===== src/rtl/clk_gen_pkg.sv =====
// Shared types and helpers for the clock-pattern generator.
//   state_t       : FSM states (IDLE / LOW / HIGH)
//   LFSR_TAPS     : Galois tap mask for x^16+x^14+x^13+x^11+1
//   DEF_*_C       : period / high time after reset
//   cfg_is_legal  : config legality check (guarantees low time >= 1)
//   lfsr_step     : one Galois LFSR step
package clk_gen_pkg;

    typedef enum logic [1:0] {
        IDLE = 2'd0,
        LOW  = 2'd1,
        HIGH = 2'd2
    } state_t;

    localparam logic [15:0] LFSR_TAPS    = 16'hB400;
    localparam int unsigned DEF_PERIOD_C = 10;
    localparam int unsigned DEF_HIGH_C   = 5;

    // jitter < period - high keeps the shortest possible low phase at 1 cycle.
    function automatic logic cfg_is_legal(input int unsigned period,
                                          input int unsigned high,
                                          input int unsigned jitter);
        return (period >= 2) && (high >= 1) && (high <= period - 1) &&
               (jitter < period - high);
    endfunction

    function automatic logic [15:0] lfsr_step(input logic [15:0] s);
        return s[0] ? ((s >> 1) ^ LFSR_TAPS) : (s >> 1);
    endfunction

endpackage


===== src/rtl/clk_gen_lfsr.sv =====
// 16-bit Galois LFSR used as the jitter source.
//   clk    : system clock
//   load_i : synchronous reload of SEED (highest priority)
//   step_i : advance one step
//   cur_o  : low OUT_W bits of the current state
//   next_o : low OUT_W bits of the state after one step
module clk_gen_lfsr
    import clk_gen_pkg::*;
#(
    parameter logic [15:0] SEED  = 16'hACE1,
    parameter int unsigned OUT_W = 9
) (
    input  logic             clk,
    input  logic             load_i,
    input  logic             step_i,
    output logic [OUT_W-1:0] cur_o,
    output logic [OUT_W-1:0] next_o
);

    logic [15:0] lfsr_q;
    logic [15:0] lfsr_d;

    assign lfsr_d = lfsr_step(lfsr_q);

    always_ff @(posedge clk) begin
        if (load_i) begin
            lfsr_q <= SEED;
        end else if (step_i) begin
            lfsr_q <= lfsr_d;
        end
    end

    assign cur_o  = lfsr_q[OUT_W-1:0];
    assign next_o = lfsr_d[OUT_W-1:0];

endmodule


===== src/rtl/clk_gen_ctrl.sv =====
// Run-time configurable divided-clock generator with low-phase jitter and
// a built-in period measurement unit.
//   clk, rst          : system clock, synchronous active-high reset
//   en                : run request (sampled in IDLE and at period end)
//   cfg_valid/ready   : config handshake; cfg_period/high/jitter payload
//   cfg_err           : 1-cycle pulse when an offered config is illegal
//   clk_out           : generated clock (registered)
//   period_start      : pulse in the first cycle clk_out reads 1
//   meas_valid/period : cycles between the last two clk_out rising edges
//   busy              : FSM not idle
//
// state | meaning
// IDLE  | stopped, clk_out=0, pending config applied immediately
// LOW   | low phase, cnt_q counts down the drawn low length
// HIGH  | high phase, cnt_q counts down the active high time
module clk_gen_ctrl
    import clk_gen_pkg::*;
#(
    parameter int unsigned CNT_W      = 16,
    parameter int unsigned JIT_W      = 8,
    parameter int unsigned DEF_PERIOD = DEF_PERIOD_C,
    parameter int unsigned DEF_HIGH   = DEF_HIGH_C,
    parameter logic [15:0] SEED       = 16'hACE1
) (
    input  logic             clk,
    input  logic             rst,
    input  logic             en,
    input  logic             cfg_valid,
    output logic             cfg_ready,
    input  logic [CNT_W-1:0] cfg_period,
    input  logic [CNT_W-1:0] cfg_high,
    input  logic [JIT_W-1:0] cfg_jitter,
    output logic             cfg_err,
    output logic             clk_out,
    output logic             period_start,
    output logic             meas_valid,
    output logic [CNT_W-1:0] meas_period,
    output logic             busy
);

    // Low length can reach 2*(period-high)-1, so the phase counter gets a spare bit.
    localparam int unsigned CW1   = CNT_W + 1;
    localparam int unsigned RAW_W = JIT_W + 1;

    state_t           state_q;
    logic [CW1-1:0]   cnt_q;
    logic [CNT_W-1:0] act_period_q, act_high_q;
    logic [JIT_W-1:0] act_jitter_q;
    logic [CNT_W-1:0] pend_period_q, pend_high_q;
    logic [JIT_W-1:0] pend_jitter_q;
    logic             pend_valid_q;
    logic             clk_out_q, period_start_q, meas_valid_q, cfg_err_q;
    logic             armed_q;
    logic [CNT_W-1:0] meas_cnt_q, meas_period_q;

    logic             cfg_legal, cfg_take, cfg_bad;
    logic             boundary;
    logic [CNT_W-1:0] eff_period, eff_high;
    logic [JIT_W-1:0] eff_jitter;
    logic [RAW_W-1:0] raw_cur, raw_next, raw, two_j;
    logic [CW1-1:0]   base_len, low_len;
    logic [CNT_W-1:0] meas_inc;

    assign cfg_legal = cfg_is_legal(32'(cfg_period), 32'(cfg_high), 32'(cfg_jitter));
    assign cfg_take  = cfg_valid & ~pend_valid_q & cfg_legal;
    assign cfg_bad   = cfg_valid & ~pend_valid_q & ~cfg_legal;
    assign boundary  = (state_q == HIGH) && (cnt_q == CW1'(1));

    clk_gen_lfsr #(
        .SEED  (SEED),
        .OUT_W (RAW_W)
    ) u_lfsr (
        .clk    (clk),
        .load_i (rst),
        .step_i (boundary),
        .cur_o  (raw_cur),
        .next_o (raw_next)
    );

    // The low length of a new period is drawn from the config that will be
    // active for it (pending wins, since it is applied on this same edge).
    // At a boundary the LFSR steps on this edge, so the stepped value is used;
    // leaving IDLE draws from the current value without stepping.
    always_comb begin
        eff_period = pend_valid_q ? pend_period_q : act_period_q;
        eff_high   = pend_valid_q ? pend_high_q   : act_high_q;
        eff_jitter = pend_valid_q ? pend_jitter_q : act_jitter_q;
        raw        = (state_q == IDLE) ? raw_cur : raw_next;
        two_j      = {eff_jitter, 1'b0};
        base_len   = CW1'(eff_period) - CW1'(eff_high);
        low_len    = base_len;
        if (raw <= two_j) begin
            low_len = base_len + CW1'(raw) - CW1'(eff_jitter);
        end
    end

    assign meas_inc = (meas_cnt_q == '1) ? meas_cnt_q : meas_cnt_q + CNT_W'(1);

    always_ff @(posedge clk) begin
        if (rst) begin
            state_q        <= IDLE;
            cnt_q          <= '0;
            act_period_q   <= CNT_W'(DEF_PERIOD);
            act_high_q     <= CNT_W'(DEF_HIGH);
            act_jitter_q   <= '0;
            pend_period_q  <= '0;
            pend_high_q    <= '0;
            pend_jitter_q  <= '0;
            pend_valid_q   <= 1'b0;
            clk_out_q      <= 1'b0;
            period_start_q <= 1'b0;
            meas_valid_q   <= 1'b0;
            cfg_err_q      <= 1'b0;
            armed_q        <= 1'b0;
            meas_cnt_q     <= '0;
            meas_period_q  <= '0;
        end else begin
            period_start_q <= 1'b0;
            meas_valid_q   <= 1'b0;
            cfg_err_q      <= cfg_bad;

            if (cfg_take) begin
                pend_period_q <= cfg_period;
                pend_high_q   <= cfg_high;
                pend_jitter_q <= cfg_jitter;
                pend_valid_q  <= 1'b1;
            end

            case (state_q)
                IDLE: begin
                    clk_out_q <= 1'b0;
                    armed_q   <= 1'b0;
                    if (pend_valid_q) begin
                        act_period_q <= pend_period_q;
                        act_high_q   <= pend_high_q;
                        act_jitter_q <= pend_jitter_q;
                        pend_valid_q <= 1'b0;
                    end
                    if (en) begin
                        state_q <= LOW;
                        cnt_q   <= low_len;
                    end
                end

                LOW: begin
                    if (cnt_q == CW1'(1)) begin
                        state_q        <= HIGH;
                        clk_out_q      <= 1'b1;
                        period_start_q <= 1'b1;
                        cnt_q          <= CW1'(act_high_q);
                        // Rising edge: restart the measurement; the first edge
                        // after IDLE has no valid reference so it only arms.
                        meas_cnt_q     <= CNT_W'(1);
                        meas_valid_q   <= armed_q;
                        if (armed_q) begin
                            meas_period_q <= meas_cnt_q;
                        end
                        armed_q        <= 1'b1;
                    end else begin
                        cnt_q      <= cnt_q - CW1'(1);
                        meas_cnt_q <= meas_inc;
                    end
                end

                HIGH: begin
                    meas_cnt_q <= meas_inc;
                    if (boundary) begin
                        clk_out_q <= 1'b0;
                        if (pend_valid_q) begin
                            act_period_q <= pend_period_q;
                            act_high_q   <= pend_high_q;
                            act_jitter_q <= pend_jitter_q;
                            pend_valid_q <= 1'b0;
                        end
                        if (en) begin
                            state_q <= LOW;
                            cnt_q   <= low_len;
                        end else begin
                            state_q <= IDLE;
                        end
                    end else begin
                        cnt_q <= cnt_q - CW1'(1);
                    end
                end

                default: begin
                    state_q   <= IDLE;
                    clk_out_q <= 1'b0;
                end
            endcase
        end
    end

    assign cfg_ready    = ~pend_valid_q;
    assign cfg_err      = cfg_err_q;
    assign clk_out      = clk_out_q;
    assign period_start = period_start_q;
    assign meas_valid   = meas_valid_q;
    assign meas_period  = meas_period_q;
    assign busy         = (state_q != IDLE);

endmodule


===== config.mk =====
export PLATFORM = sky130hd
export DESIGN_NAME = clk_gen_ctrl
export DESIGN_NICKNAME = d
export VERILOG_FILES = /design/src/rtl/clk_gen_pkg.sv /design/src/rtl/clk_gen_lfsr.sv /design/src/rtl/clk_gen_ctrl.sv
export SDC_FILE = /design/constraint.sdc
export NUM_CORES = 1
export LEC_CHECK = 0
export BUFFER_PORTS_ARGS = -buffer_cell sky130_fd_sc_hd__buf_2
export CAP_MARGIN = 20
export CORE_MARGIN = 1.5
export CORE_UTILIZATION = 35
export CTS_BUF_LIST = sky130_fd_sc_hd__clkbuf_8
export CTS_CLUSTER_SIZE = 8
export DETAILED_ROUTE_END_ITERATION = 10
export PLACE_DENSITY = 0.53
export RECOVER_POWER = 50
export SLEW_MARGIN = 20
export SYNTH_ARGS = -nofsm -noshare
export SYNTH_HDL_FRONTEND = slang
export SYNTH_SLANG_ARGS = --single-unit

===== constraint.sdc =====
create_clock -name clk -period 4.77 [get_ports clk]
set_clock_uncertainty 0.05 [all_clocks]
set_input_delay 0.477 -clock clk [delete_from_list [all_inputs] [get_ports clk]]
set_output_delay 0.477 -clock clk [all_outputs]
set_load 0.005 [all_outputs]

* Word level (Yosys, flattened, before mapping)
Cells that the tools add are included.
** Word-level totals
- Register bits :: 153
- Logic and storage cells :: 94
** Cells by class
- Mux-type cells :: 33
- Reduce and logical (&&, ||, !) cells :: 17
- Bitwise operators :: 8
- Eq/ne operators :: 7
- Magnitude comparators :: 5
- Add/subtract/negate cells :: 7
** Operators by type and width (count)
- $mux W16 :: 7
- $pmux W16 S2 :: 3
- $mux W17 :: 4
- $pmux W17 S3 :: 1
- $sub A16 B16 Y17 :: 2
- $le A16 B32 Y1 :: 1
- $lt A8 B32 Y1 :: 1
- $add A17 B9 Y17 :: 1
- $eq A17 B1 Y1 const B :: 1
- $sub A16 B1 Y17 const B :: 1
- $sub A17 B1 Y17 const B :: 1
- $sub A17 B8 Y17 :: 1
- $add A16 B1 Y16 const B :: 1
- $eq A16 B16 Y1 const B :: 1
- $ge A16 B1 Y1 const B :: 1
- $ge A16 B2 Y1 const B :: 1
- $mux W8 :: 2
- $pmux W8 S2 :: 1
- $le A9 B9 Y1 :: 1
- $mux W9 :: 1
- $reduce_bool A2 Y1 :: 4
- $mux W1 :: 7
- $mux W2 :: 3
- $ne A2 B2 Y1 const B :: 3
- other kinds (14) :: 27

* Logic depth before layout (Yosys ltp)
Gate-level depths: netlist (run 1).
- Depth after elaboration :: 9
- Depth in mapped cells :: 22
- Mapped depth without buffers :: 20

* By module
From an unflattened synthesis (run 1), not the netlist that was laid out.
** Unflattened totals
- Cell total of the unflattened synthesis :: 1292
- Area, all modules :: 10839.1 µm²
** By module, submodules not included
- clk_gen_ctrl :: area an instance 10073.4 µm², instances 1, cells each 1218
- clk_gen_lfsr :: area an instance 765.7 µm², instances 1, cells each 74

* Worst setup path after synthesis (run 1)
OpenSTA, ideal clock, no wires.
- Kind :: register to register
- Start :: reg pend_valid_q
- End :: reg cnt_q[15]
- Period minus slack after synthesis :: 5.232 ns
- Path slack :: -0.462 ns
- Cell stages (with the launch flop) :: 23
- Buffers on the path :: 2
- Arrival :: 5.053 ns
- Required time :: 4.591 ns
- Path through :: dfxtp_1 > clkbuf_1 > buf_1 > mux2i_1 > ha_1 > inv_1 > fa_1 > a211oi_1 > nor2_1 > o21a_1 > nor2_1 > xnor2_1 > fa_1 > ha_1 > and3_1 > a221oi_1 > o221ai_1 > o21ai_0 > o21ai_0 > mux2i_1 > a221oi_1 > a2111oi_0 > nor2_1
** Between the ends
- Cells in the longest elaborated chain, start to end :: 8
- Elaborated cells on any way between the ends :: 11
- Classes of those cells :: add/sub: 3; order compare: 1; mux: 7
** RTL lines
- from (decl) :: line clk_gen_ctrl.sv:51 : logic pend_valid_q;
- from (signal assigned) :: line clk_gen_ctrl.sv:109 : pend_valid_q <= 1'b0;
- from (signal assigned) :: line clk_gen_ctrl.sv:126 : pend_valid_q <= 1'b1;
- from (signal assigned) :: line clk_gen_ctrl.sv:137 : pend_valid_q <= 1'b0;
- $mux W16
- $sub A16 B16 Y17 :: line clk_gen_ctrl.sv:90 : base_len = CW1'(eff_period) - CW1'(eff_high);
- $add A17 B9 Y17 :: line clk_gen_ctrl.sv:93 : low_len = base_len + CW1'(raw) - CW1'(eff_jitter);
- $sub A17 B8 Y17 :: line clk_gen_ctrl.sv:93
- $mux W17 * :: line clk_gen_ctrl.sv:92 : if (raw <= two_j) begin
- $mux W17 * :: line clk_gen_ctrl.sv:139, clk_gen_ctrl.sv:175
- $mux W17 :: line clk_gen_ctrl.sv:167 : if (boundary) begin
- $pmux W17 S3 * :: line clk_gen_ctrl.sv:129 : case (state_q)
- to (signal assigned) :: line clk_gen_ctrl.sv:141 : cnt_q <= low_len;
- to (signal assigned) :: line clk_gen_ctrl.sv:177 : cnt_q <= low_len;
- to (signal assigned) :: line clk_gen_ctrl.sv:182 : cnt_q <= cnt_q - CW1'(1);
- to (decl) :: line clk_gen_ctrl.sv:46 : logic [CW1-1:0] cnt_q;
Every way passes the cells marked *; elsewhere a longest branch is shown, timed or not.
A chain may end at the register's enable or synchronous reset.

* Final worst setup path (run 1)
- Start :: reg pend_valid_q
- End :: reg cnt_q[16]
The elaborated chain is that of the path after synthesis.

==> summary.txt, run 1 <==
Critical path
  • Crit-path slowest cell: fa_1
  • Slowest cell delay on critical path: 0.48 ns
  • Crit start category: flip-flop
  • Critical Path RT: 5.13 ns
  • Worst Path Arrival: 5.17 ns
  • CP cell instances: buf_12 > buf_12 > buf_4 > mux2i_4 > ha_2 > or3_4 > a311oi_2 > nor2_2 > xnor2_2 > fa_1 > ha_4 > a21o_4 > or3_1 > o31a_1 > nand4_1 > a31oi_2 > a31oi_1 > xnor2_1 > a2111oi_2 > a221o_1
  • Setup crit end kind: flip-flop
  • Worst-path maximum fanout: 4
  • Critical path class: flip-flop to flip-flop
  • CP most frequent cell: buf_12

Placement
  • Placer Congestion: 0.902
  • Dpl hpwl: 20.5 mm
  • Cell Area, Placed: 11600 sq um
  • Setup WS pre-CTS: -0.292 ns
  • IO Port Bufs: 65
  • Cell count after placement: 1736

CTS
  • CTS tree: yes
  • Clk sinks: 153
  • Root Buffer: clkbuf_8
  • Clock Path Buffers: 2
  • Clk slew on worst S/H paths: 0.11 ns
  • Skew-Pair Late Insertion Delay: 0.47 ns
  • CTS buffer count: 17
  • CTS H-Tree Depth: 4
  • Post-CTS Hold Buffers: 0

Detailed routing
  • Vias/cell: 5.19
  • DRC marker count from the first detailed-route iteration: 465
  • Detailed-router iteration count before antenna repair: 4
  • Routed Antenna Nets: 0
  • DR WL/cell: 15.5 um
  • Routed vias: 9200
  • DR DRC count: 0
  • Final wirelength: 27.5 mm

Status
  • Outcome: complete, but fails checks
  • Failing checks: max-capacitance violations, max-slew violations, negative setup slack

Floorplanning
  • Die height: 176 um
  • Std-Cell Rows: 63
  • Chip width: 176 um
  • Core area: 29600 sq um
  • # IOs: 66
  • Die area: 31200 sq um
  • Starting Density: 0.355

Timing
  • Worst slew pin tran: 1.62 ns
  • Post-route clock period utilization: 1.01
  • Pins over their slew limit: 11
  • Setup_tns: -0.0440 ns
  • Hold slack: 0.220 ns
  • Setup WS post-layout: -0.0440 ns
  • Fin. Hold Viols: 0
  • Slew margin rel.: -0.0909
  • Crit path time final: 4.81 ns
  • Max Fclk: 208 MHz
  • RSZ-0062 raised after global routing: yes
  • Final setup vio count: 1

Logic synthesis
  • Most used DFF post-synth: dfxtp_1
  • Flops & latches, synth: 153
  • Synth Net Count: 1429
  • Ys async rst share: 0
  • Yosys cell types: 73
  • Sequential share of the synthesized area: 0.291
  • Synthesized cell area: 10500 sq um
  • Avg Inst Size Synth: 8.21 sq um
  • YS warnings: 0
  • Post-synthesis cell count: 1283
  • Post-synth EDFFs: 0

Layout
  • Finished Cell Area: 12200 sq um
  • Finished Layout Cells: 1774
  • Area delta synth->final: 16.3%
  • Layout Nets: 1517
  • ANT cells: 0
  • Fraction of layout cells with a size suffix above 1: 0.160
  • Fin util: 0.413

Pwr
  • Leak Pwr: 5.16 nW
  • Max VDD drop: 0.000281 V
  • Total power: 5.46 mW
  • Pwr dens: 446 nW/um^2

Global routing
  • Global-route wire length before repair: 43.9 mm
  • Gr ovfl total: 0
  • Gr usage total: 0.175
  • Vias in the first global route: 8489
  • Largest net degree at the start of global routing: 86
  • Initial antenna violation count: 0

Min path
  • Min-delay worst type: input pin to flip-flop

Job
  • Max_cap viols: 1
-- routing by layer --
layer  vias up  global-route usage  wire, um
met5         -                   0         0
met4         0              0.0406       277
met3        16              0.0233       704
met2       124               0.291     12700
met1      4314               0.240     13800
li1       4746                   -         -
-- cells by family (layout without fill, tap and decap cells) --
group	count (synthesis)	count (layout)	share of synthesized area
AO/OA/AOI/OAI	294	294	0.183
XOR/XNOR	68	68	0.0572
buffers and inverters	125	226	0.0473
adder cells (fa/ha/maj)	102	102	0.128
multiplexers	114	114	0.111
flip-flops	153	153	0.291
AND/OR/NAND/NOR	427	427	0.182
-- layout make-up --
type,count,area [sq um]
Clock buffer,17,234
Clock inverter,15,196
Fill cell,3093,17400
Inverter,65,244
Multi-Input combinational cell,1005,7200
Sequential cell,153,3070
Tap cell,390,488
Timing Repair Buffer,129,818
-- cells in the final DEF, fill, tap and decap left out, types with 17 or more instances in the layout --
cell      count
a211oi_1     35
a21o_1       22
a21oi_1      76
buf_2        56
buf_4        55
clkbuf_8     17
dfxtp_1     152
ha_1         86
inv_1        63
mux2_2       23
mux2i_1      87
nand2_1     190
nand3_1      27
nor2_1      111
o21ai_0      58
xnor2_1      43
xor2_1       21
-- final timing paths --
kind	start	endpoint	slack, ns	depth (start not counted)
hold / removal	cfg_jitter[4]	pend_jitter_q[4]$_SDFFE_PP0N_	0.22	3
setup / recovery	pend_valid_q$_SDFF_PP0_	cnt_q[16]$_SDFFE_PP0P_	-0.04	20
hold reg to reg	meas_period[1]$_SDFFE_PP0P_	meas_period[1]$_SDFFE_PP0P_	0.40	2
setup reg to reg	pend_valid_q$_SDFF_PP0_	cnt_q[16]$_SDFFE_PP0P_	-0.04	20
-- sequential cells by signal, summed over array words and instances, names as in the netlist --
| register | flops |
|---|---|
| meas_cnt_q | 16 |
| pend_valid_q | 1 |
| meas_period | 16 |
| act_jitter_q | 8 |
| period_start | 1 |
| act_period_q | 16 |
| clk_out | 1 |
| state_q | 2 |
| pend_jitter_q | 8 |
| u_lfsr.lfsr_q | 16 |
| pend_high_q | 16 |
| armed_q | 1 |
| meas_valid | 1 |
| cnt_q | 17 |
| act_high_q | 16 |
| cfg_err | 1 |
| pend_period_q | 16 |
-- worst max-delay path: cells and delay by family, from the launching register on --
kind	cells	cell delay (ns)
compound gates	7	1.61
xor+xnor	2	0.32
fa+ha+maj	3	0.94
buf+inv	3	0.40
flops	1	0.37
mux	1	0.18
simple gates	4	0.88
-- synth_stat cells (10+ instances only) --
cell / instances / area (sq um)
inv_1: 64 / 240
ha_1: 92 / 1150
clkbuf_1: 44 / 165
nor3_1: 16 / 80.1
o21ai_0: 61 / 305
xnor2_1: 46 / 403
and3_1: 14 / 87.6
nand4_1: 10 / 62.6
o211ai_1: 11 / 82.6
dfxtp_1: 153 / 3060
mux2i_1: 90 / 901
a31oi_1: 14 / 87.6
nand2_1: 190 / 713
nand3_1: 27 / 135
fa_1: 10 / 200
nor2_1: 113 / 424
a211oi_1: 36 / 270
nor4_1: 12 / 75.1
mux2_2: 24 / 270
xor2_1: 21 / 184
a21oi_1: 77 / 385
a21o_1: 23 / 173
nor2b_1: 10 / 62.6
o21a_1: 11 / 82.6
-- where the power goes --
group | switching (mW) | leakage, nW | internal, mW
sequential | 0.111 | 1.25 | 1.38
combinational | 1.47 | 3.70 | 1.42
clock | 0.629 | 0.214 | 0.456
total | 2.21 | 5.16 | 3.25
-- repair_timing --
item,in CTS,in global routing
gates resized for setup,13,36
pin swaps,9,28
endpoints found under the setup margin,5,8
endpoints found under the hold margin,0,0
gates cloned,0,0
buffers inserted,3,3
(Power assumes the default switching activity.)
==> run 2, diff against run 1 <==
--- a/config.mk
+++ b/config.mk
@@ -12,7 +12,7 @@
 export CTS_BUF_LIST = sky130_fd_sc_hd__clkbuf_8
 export CTS_CLUSTER_SIZE = 8
 export DETAILED_ROUTE_END_ITERATION = 10
-export PLACE_DENSITY = 0.53
+export PLACE_DENSITY = 0.51
 export RECOVER_POWER = 50
 export SLEW_MARGIN = 20
 export SYNTH_ARGS = -nofsm -noshare
==> constraint.sdc (replaced) <==
create_clock -name clk -period 4.7 [get_ports clk]
set_clock_uncertainty 0.05 [all_clocks]
set_input_delay 0.47 -clock clk [delete_from_list [all_inputs] [get_ports clk]]
set_output_delay 0.47 -clock clk [all_outputs]
set_load 0.005 [all_outputs]
==> summary.txt, run 2 (synthesis results as in run 1) <==
Detailed routing
  • Routed vias: 9357
  • Detailed-router iteration count before antenna repair: 5
  • Vias/cell: 5.21
  • DR WL/cell: 16.1 um
  • DR DRC count: 0
  • Routed Antenna Nets: 0
  • Final wirelength: 28.9 mm
  • DRC marker count from the first detailed-route iteration: 611

CTS
  • Clk sinks: 153
  • CTS H-Tree Depth: 4
  • Clock Path Buffers: 2
  • Post-CTS Hold Buffers: 0
  • Clk slew on worst S/H paths: 0.12 ns
  • Skew-Pair Late Insertion Delay: 0.48 ns
  • CTS tree: yes
  • Root Buffer: clkbuf_8
  • CTS buffer count: 17

Floorplanning
  • Die area: 31200 sq um
  • Core area: 29600 sq um
  • Std-Cell Rows: 63
  • # IOs: 66
  • Die height: 176 um
  • Chip width: 176 um
  • Starting Density: 0.355

Layout
  • Register Area: 3070 sq um
  • Area delta synth->final: 18.6%
  • Max reg flops: 17
  • Fraction of layout cells with a size suffix above 1: 0.173
  • Filler instances: 3081
  • Fin util: 0.421
  • Layout Nets: 1538
  • ANT cells: 0
  • Most common cell after layout, fill and taps aside: nand2_1
  • Footprint of the multi-input gates: 7240 sq um
  • Most frequent cells in the layout: 190 x nand2_1, 152 x dfxtp_1, 112 x nor2_1
  • Top reg by flops: cnt_q

Timing
  • Worst slew pin tran: 0.808 ns
  • Post-route clock period utilization: 1.02
  • Slew margin rel.: 0.461
  • RSZ-0062 raised after global routing: yes
  • Max Fclk: 208 MHz
  • Fin. Hold Viols: 0
  • Final setup vio count: 2
  • Setup WS post-layout: -0.0998 ns
  • Crit path time final: 4.80 ns
  • Pins over their slew limit: 0

Pwr
  • NetSw: 2.33 mW
  • Switching part of the total: 0.404
  • Internal power: 3.43 mW
  • Max VDD drop: 0.000229 V
  • Seq pwr share: 0.261
  • Leak Pwr: 5.27 nW
  • Combinational group share of total power: 0.548
  • Clock Power Share: 0.191
  • Pwr dens: 461 nW/um^2
  • Total power: 5.76 mW

Placement
  • Dpl hpwl: 21.8 mm
  • IO Port Bufs: 65
  • Placer Congestion: 0.883

Global routing
  • Largest net degree at the start of global routing: 95
  • Global-route wire length before repair: 47.0 mm
  • Gr usage total: 0.189
  • Gr ovfl total: 0
  • Initial antenna violation count: 0
  • Vias in the first global route: 8930

Status
  • Failing checks: negative setup slack
  • Outcome: complete, but fails checks

Critical path
  • Critical Path RT: 5.00 ns
  • Critical path class: flip-flop to flip-flop
  • Worst-path maximum fanout: 6
  • Setup crit end kind: flip-flop
  • Crit start category: flip-flop
  • R2R cell count: 18
  • Worst Path Arrival: 5.10 ns

Min path
  • Hold depth: 3
  • Min-delay worst type: input pin to flip-flop

Job
  • Max_cap viols: 0
## run 2: cell types whose count changed in the layout (fill, tap and decap cells not counted), sizes merged
cell | before | now
buf | 115 | 131
clkbuf | 31 | 36
clkinv | 5 | 8
inv | 73 | 71
clkinvlp | 1 | 0
## run 2: area by class of cell
cell class / count / area share
repair buffers: 150 / 0.0813
clock inverters: 15 / 0.0160
clock buffers: 17 / 0.0187
flip-flops and latches: 153 / 0.245
well taps: 390 / 0.0391
multi-input cells: 1005 / 0.580
inverters: 65 / 0.0195
## run 2: power groups by stage
stage	Clock (mW)	Combinational [mW]	Sequential, mW
6_report	1.10	3.16	1.51
4_1_cts	1.13	2.92	1.50
3_3_place_gp	0	2.79	1.54
5_1_grt	1.18	3.46	1.52
3_5_place_dp	0	2.81	1.54
2_1_floorplan	0	1.99	1.49
## run 2: critical path: stages (launching register included)
cell,delay [ns]
dfxtp_4,0.38
buf_6,0.13
mux2_2,0.35
ha_1,0.22
or3_4,0.35
a311oi_4,0.29
nor2_2,0.09
xnor2_2,0.16
fa_1,0.58
ha_4,0.22
a21o_1,0.19
or3_1,0.32
o31a_1,0.32
nand4_1,0.14
a31oi_2,0.11
a31oi_1,0.18
xnor2_1,0.19
a2111oi_2,0.11
a221o_1,0.29
## run 2: repair_timing
action	CTS	global route
setup endpoints to repair	8	9
buffers inserted	9	6
resized for setup	16	44
pin swaps	15	27
hold endpoints to repair	0	0
## run 2: worst paths after layout
path	end	slack, ns	from
max	cnt_q[16]$_SDFFE_PP0P_	-0.1	pend_valid_q$_SDFF_PP0_
min	pend_jitter_q[0]$_SDFFE_PP0N_	0.19	cfg_jitter[0]
max reg2reg	cnt_q[16]$_SDFFE_PP0P_	-0.1	pend_valid_q$_SDFF_PP0_
min reg2reg	meas_period[11]$_SDFFE_PP0P_	0.40	meas_period[11]$_SDFFE_PP0P_
## run 2: metrics by stage
stage               hold WS (ns)  instance area [sq um]  TNS (ns)  cells  setup WS [ns]
floorplan                  0.381                  10600         0   1283        0.00173
global placement           0.387                  11800    -0.659   1748         -0.293
detailed placement         0.394                  11800    -0.931   1748         -0.328
CTS                        0.159                  12300    -0.165   1789         -0.118
global route               0.162                  12500    -0.886   1795         -0.261
finish                     0.186                  12500    -0.180   1795        -0.0998
## run 2: metal layers
metal	wire, um	up-vias	track usage
met3	924	28	0.0284
met5	0	-	0
met2	12500	169	0.291
met1	15100	4382	0.274
li1	-	4778	-
met4	428	0	0.0505
